<file path="config.mk">
export PLATFORM = sky130hd
export DESIGN_NAME = apb_timer_mc
export DESIGN_NICKNAME = d
export VERILOG_FILES = /design/src/rtl/apb_timer_mc.sv
export SDC_FILE = /design/constraint.sdc
export NUM_CORES = 1
export LEC_CHECK = 0
export BUFFER_PORTS_ARGS = -buffer_cell sky130_fd_sc_hd__buf_2
export CORE_ASPECT_RATIO = 0.7
export CORE_MARGIN = 2
export CORE_UTILIZATION = 35
export DETAILED_ROUTE_END_ITERATION = 6
export GPL_ROUTABILITY_DRIVEN = 0
export PLACE_DENSITY = 0.53
export SYNTH_ARGS = -nofsm -noshare
export SYNTH_HDL_FRONTEND = slang
export SYNTH_SLANG_ARGS = --single-unit
</file>
<file path="constraint.sdc">
create_clock -name HCLK -period 4.1 [get_ports HCLK]
set_input_delay 1.025 -clock HCLK [delete_from_list [all_inputs] [get_ports HCLK]]
set_output_delay 1.025 -clock HCLK [all_outputs]
set_load 0.01 [all_outputs]
</file>
<file path="src/rtl/apb_timer_mc.sv">
// Multi-channel APB timer: N_CH prescaled up-counters with compare/overflow flags and level IRQs.
// Define APB_TIMER_ONESHOT_EN to implement CTRL.ONESHOT; otherwise CTRL[2] is hardwired to 0.
module apb_timer_mc #(
  parameter int APB_ADDR_WIDTH = 12,
  parameter int N_CH           = 4,
  parameter int CNT_WIDTH      = 32
) (
  input  logic                      HCLK,
  input  logic                      HRESET,
  input  logic [APB_ADDR_WIDTH-1:0] PADDR,
  input  logic [31:0]               PWDATA,
  input  logic                      PWRITE,
  input  logic                      PSEL,
  input  logic                      PENABLE,
  output logic [31:0]               PRDATA,
  output logic                      PREADY,
  output logic                      PSLVERR,
  output logic [N_CH-1:0]           irq_o
);

  typedef enum logic [1:0] {
    REG_COUNT  = 2'd0,
    REG_CTRL   = 2'd1,
    REG_CMP    = 2'd2,
    REG_STATUS = 2'd3
  } reg_e;

  typedef struct packed {
    logic       cmp_ie;
    logic       ovf_ie;
    logic [3:0] presc;
    logic       oneshot;
    logic       autorst;
    logic       en;
  } ctrl_t;

  localparam logic [CNT_WIDTH-1:0] CNT_MAX = '1;
  localparam logic [CNT_WIDTH-1:0] CNT_ONE = CNT_WIDTH'(1);

  logic       access, wr_en, rd_en, ch_valid;
  logic [3:0] ch_idx;
  reg_e       reg_sel;
  logic       unused_bits;

  logic [32*N_CH-1:0] rd_count_flat, rd_ctrl_flat, rd_cmp_flat, rd_status_flat;

  assign access      = PSEL & PENABLE;
  assign ch_idx      = PADDR[7:4];
  assign reg_sel     = reg_e'(PADDR[3:2]);
  assign ch_valid    = (5'(ch_idx) < 5'(N_CH));
  assign wr_en       = access & PWRITE & ch_valid;
  assign rd_en       = access & ~PWRITE & ch_valid;
  assign PREADY      = 1'b1;
  assign PSLVERR     = access & ~ch_valid;
  assign unused_bits = ^{PADDR, PWDATA};

  for (genvar g = 0; g < N_CH; g++) begin : g_ch
    ctrl_t                ctrl_q, ctrl_d;
    logic [CNT_WIDTH-1:0] count_q, count_d, cmp_q, cmp_d;
    logic [1:0]           status_q, status_d;   // {CMP, OVF}
    logic [3:0]           pcnt_q, pcnt_d;
    logic                 wr_hit, tick, cmp_hit, ovf_hit;

    assign wr_hit  = wr_en && (ch_idx == 4'(g));
    assign tick    = ctrl_q.en && (pcnt_q == ctrl_q.presc);
    assign cmp_hit = tick && (count_q == cmp_q);
    assign ovf_hit = tick && (count_q == CNT_MAX);

    always_comb begin
      // NOTE: every _d starts from its hold value so no branch leaves it unassigned (no latch).
      ctrl_d   = ctrl_q;
      count_d  = count_q;
      cmp_d    = cmp_q;
      pcnt_d   = pcnt_q;
      status_d = status_q | {cmp_hit, ovf_hit};

      if (ctrl_q.en) pcnt_d = tick ? 4'd0 : pcnt_q + 4'd1;
      // Overflow wraps through the natural +1; AUTORST only matters on a compare match.
      if (tick) count_d = (cmp_hit && ctrl_q.autorst) ? '0 : count_q + CNT_ONE;
`ifdef APB_TIMER_ONESHOT_EN
      if (cmp_hit && ctrl_q.oneshot) ctrl_d.en = 1'b0;
`endif

      // Software writes override the tick-driven updates; flag sets still beat W1C.
      if (wr_hit) begin
        case (reg_sel)
          REG_COUNT: begin
            count_d = PWDATA[CNT_WIDTH-1:0];
            pcnt_d  = 4'd0;
          end
          REG_CTRL: begin
            ctrl_d.en      = PWDATA[0];
            ctrl_d.autorst = PWDATA[1];
`ifdef APB_TIMER_ONESHOT_EN
            ctrl_d.oneshot = PWDATA[2];
`else
            ctrl_d.oneshot = 1'b0;
`endif
            ctrl_d.presc   = PWDATA[7:4];
            ctrl_d.ovf_ie  = PWDATA[8];
            ctrl_d.cmp_ie  = PWDATA[9];
            pcnt_d         = 4'd0;
          end
          REG_CMP: begin
            cmp_d   = PWDATA[CNT_WIDTH-1:0];
            count_d = '0;
            pcnt_d  = 4'd0;
          end
          REG_STATUS: status_d = (status_q & ~PWDATA[1:0]) | {cmp_hit, ovf_hit};
        endcase
      end
    end

    always_ff @(posedge HCLK) begin
      // NOTE: state registers use <= so every channel samples pre-edge values.
      if (HRESET) begin
        ctrl_q   <= '0;
        count_q  <= '0;
        cmp_q    <= '0;
        status_q <= '0;
        pcnt_q   <= '0;
      end else begin
        ctrl_q   <= ctrl_d;
        count_q  <= count_d;
        cmp_q    <= cmp_d;
        status_q <= status_d;
        pcnt_q   <= pcnt_d;
      end
    end

    assign rd_count_flat[32*g +: 32]  = 32'(count_q);
    assign rd_cmp_flat[32*g +: 32]    = 32'(cmp_q);
    assign rd_status_flat[32*g +: 32] = {30'd0, status_q};
    assign rd_ctrl_flat[32*g +: 32]   = {22'd0, ctrl_q.cmp_ie, ctrl_q.ovf_ie, ctrl_q.presc,
                                         1'b0, ctrl_q.oneshot, ctrl_q.autorst, ctrl_q.en};
    assign irq_o[g] = (status_q[0] & ctrl_q.ovf_ie) | (status_q[1] & ctrl_q.cmp_ie);
  end

  always_comb begin
    PRDATA = '0;
    if (rd_en) begin
      for (int i = 0; i < N_CH; i++) begin
        if (ch_idx == 4'(i)) begin
          case (reg_sel)
            REG_COUNT:  PRDATA = rd_count_flat[32*i +: 32];
            REG_CTRL:   PRDATA = rd_ctrl_flat[32*i +: 32];
            REG_CMP:    PRDATA = rd_cmp_flat[32*i +: 32];
            REG_STATUS: PRDATA = rd_status_flat[32*i +: 32];
          endcase
        end
      end
    end
  end

endmodule
</file>
==> results.sh <==
export IMPL_status="finished, final reports clean"
export IMPL_rows=68
export IMPL_antenna_found_initial=2
export IMPL_num_vias=16800
export IMPL_avgSynthCellArea_sq_um=7.93
export IMPL_dominantRegCellSynth="dfxtp_1"
export IMPL_timing_hold_violations_final=0
export IMPL_synth_edf_count=0
export IMPL_drv_slew=0
export IMPL_yosys_warnings=0
export IMPL_clock_path_buffers=3
export IMPL_fillers=5085
export IMPL_cts_max_level=2
export IMPL_critPathKind="input port to output pin"
export IMPL_powerDensity_nw_per_um2=338
export IMPL_io_buffers=79
export IMPL_area_growth_pct=13.1
export IMPL_reg2reg_to="g_ch[0].count_q[26]"
export IMPL_grt_usage=0.263
export IMPL_yosys_area_share_simple=0.229
export IMPL_grt_setup_unrepaired="false"
export IMPL_wl_per_cell_microns=24.0
export IMPL_cts_made_buffers=34
export IMPL_fp_dieW_microns=271
export IMPL_start_kind="input port"
export IMPL_tightest_slew_ns=1.06
export IMPL_post_cts_buffers=0
export IMPL_synthArstFlopShare=0
export IMPL_grt_max_degree=60
export IMPL_remaining_drc_errors=0
export IMPL_startpoint="PADDR[7]"
export IMPL_max_freq_mhz=253
export IMPL_cts_root_buf="clkbuf_16"
export IMPL_layout_setup_ws_ns=0.142
export IMPL_crit_required_ns=3.07
export IMPL_via_per_inst=5.76
export IMPL_cp_max_fo=11
export IMPL_dp_slack_ns=-0.0266
export IMPL_fin_crit_sh=0.965
export IMPL_wirelength_mm=69.9
export IMPL_netlist_instances=2208
export IMPL_core_area_sq_um=49300
export IMPL_slew_headroom=0.289
export IMPL_pin_count=87
export IMPL_setup_viol=0
export IMPL_grt_overflow_total=0
export IMPL_synth_area_top_cells="dfxtp_1 36%, xnor2_1 10%, nand2_1 9.5%"
export IMPL_worst_r2r_cell_count=7
export IMPL_layout_nets=2277
export IMPL_die_h_microns=191
export IMPL_ys_seq_elements=312
export IMPL_syn_area_sq_um=17500
export IMPL_worstSetupEndpoint="PRDATA[15]"
export IMPL_cp_end_kind="output pin"
export IMPL_dieArea_sq_um=51800
export IMPL_skew_ns=0.0179
export IMPL_synth_top_cell_area_share=0.357
export IMPL_setup_tns_ns=0
export IMPL_drtAntennaViolNets=0
export IMPL_arrival_ns=2.93
export IMPL_p_leak_uw=0.00630
export IMPL_cts_hold_buf=0
export IMPL_synth_distinct_cells=63
export IMPL_power_uw=6690
export IMPL_final_area_sq_um=19800
export IMPL_drt_pass1_iterations=5
export IMPL_yosys_area_top_type="dfxtp_1"
export IMPL_dp_hpwl_mm=52.1
export IMPL_grt_pass1_vias=15400
export IMPL_grt_pass1_wl_mm=101
export IMPL_drt_iter0_markers=1782
export IMPL_synth_top_family_by_area="simple AND/OR/NAND/NOR gates"
export IMPL_synth_mux_area_frac=0.0807
export IMPL_ir_worst_vdd_uv=263
export IMPL_synth_common_cells="443 x nand2_1, 312 x dfxtp_1, 211 x a21oi_1"
export IMPL_drv_cap=0
export IMPL_ctsResizeCount=2
export IMPL_yosysMostFrequentCell="nand2_1"
export IMPL_min_path_type="register to register"
export IMPL_synth_nets=2265
export IMPL_regToRegStartpoint="g_ch[0].count_q[1]"
export IMPL_synth_compound_gate_area_share=0.144
export IMPL_r2r_slack_ns=1.43
export IMPL_clk_pin_slew_ns=0.06
export IMPL_yosysSeqAreaShare=0.357
export IMPL_cts_sinks=312
export IMPL_clock_latency_ns=0.54
export IMPL_diodes=0
export IMPL_initial_core_util=0.355
export IMPL_drive_gt1_frac=0.123
export IMPL_synth_xor_area_frac=0.138
export IMPL_final_min_clock_period_ns=3.96
export IMPL_postPlaceCellArea_sq_um=18600
export IMPL_cts_tree="done"
export IMPL_synth_fa_ha_area_frac=0.00572
==> cell usage in the layout, fill, tap and decap left out, types with 5 or more instances in the layout <==
cell       count
a211oi_1       7
a21oi_1      210
a221oi_1      12
a22oi_1        7
and3_1        26
and4_1         9
buf_12         7
buf_2         77
buf_4         56
clkbuf_1       6
clkbuf_16     37
clkbuf_8       8
clkinv_2       9
dfxtp_1      312
ha_1           8
inv_1         22
mux2_2        30
mux2i_1       60
mux4_2        21
nand2_1      441
nand3_1       82
nand4_1       75
nor2_1       113
nor2_2         5
nor2b_1        7
nor3_1        50
nor4_1        15
nor4_2         5
o21ai_0       58
o22ai_1      115
or3_1          9
or4_1          5
xnor2_1      206
xor2_1        70
==> registers in the layout, summed over array words and instances, names as in the netlist <==
register and flops:
g_ch.count_q 128, g_ch.pcnt_q 16, g_ch.ctrl_q 32, g_ch.status_q 8, g_ch.cmp_q 128
==> power by group <==
group,switching [uW],total [uW],internal (uW)
clock,1340,3260,1920
sequential,2.44,3030,3030
combinational,295,394,98.9
total,1640,6690,5050
==> critical path, cell delays in order <==
cell      delay, ns
buf_2          0.15
or3_1          0.48
nor2_2         0.24
buf_4          0.23
a22oi_1        0.10
a211oi_1       0.47
buf_2          0.22
==> through the flow <==
stage                     cells   util  hold slack [ns]
after floorplan            2208      -            0.436
after global placement     2849  0.377            0.444
after detailed placement   2849  0.377            0.450
after CTS                  2911  0.401            0.459
after global routing       2911  0.401            0.477
final                      2911  0.401            0.463
==> kinds of logic after synthesis <==
group	after synthesis
AOI/OAI and AO/OA	441
other	1
DFF	312
adders and majority gates	8
and+or+nand+nor	871
buffers and inverters	188
muxes	111
xor gates and xnor gates	276
==> area by class of cell <==
cell class / instances / area [sq um] / area share
tap: 665 / 832 / 0.0420
timing repair buffer: 142 / 968 / 0.0489
sequential: 312 / 6250 / 0.316
inverter: 22 / 82.6 / 0.00417
clock buffer: 51 / 1060 / 0.0535
multi-input combinational: 1708 / 10500 / 0.530
clock inverter: 11 / 105 / 0.00531
==> metal layers <==
layer  wire length [microns]  GRT usage  vias to the layer above
met3                    8360     0.0771                       91
met2                   27800      0.365                      826
li1                        -          -                     7746
met1                   32100      0.390                     8117
met4                    1610     0.0661                        0
met5                       0          0                        -
==> worst min-delay path by stage <==
stage / start / end / slack, ns / cells past startpoint
floorplan: g_ch[1].ctrl_q[1] / g_ch[1].ctrl_q[1] / 0.44 / 2
global placement: g_ch[2].ctrl_q[1] / g_ch[2].ctrl_q[1] / 0.44 / 2
detailed placement: g_ch[2].ctrl_q[1] / g_ch[2].ctrl_q[1] / 0.45 / 2
CTS: g_ch[2].ctrl_q[1] / g_ch[2].ctrl_q[1] / 0.46 / 2
global route: g_ch[1].ctrl_q[1] / g_ch[1].ctrl_q[1] / 0.48 / 2
finish: g_ch[2].ctrl_q[1] / g_ch[2].ctrl_q[1] / 0.46 / 2
(Power assumes the default switching activity.)
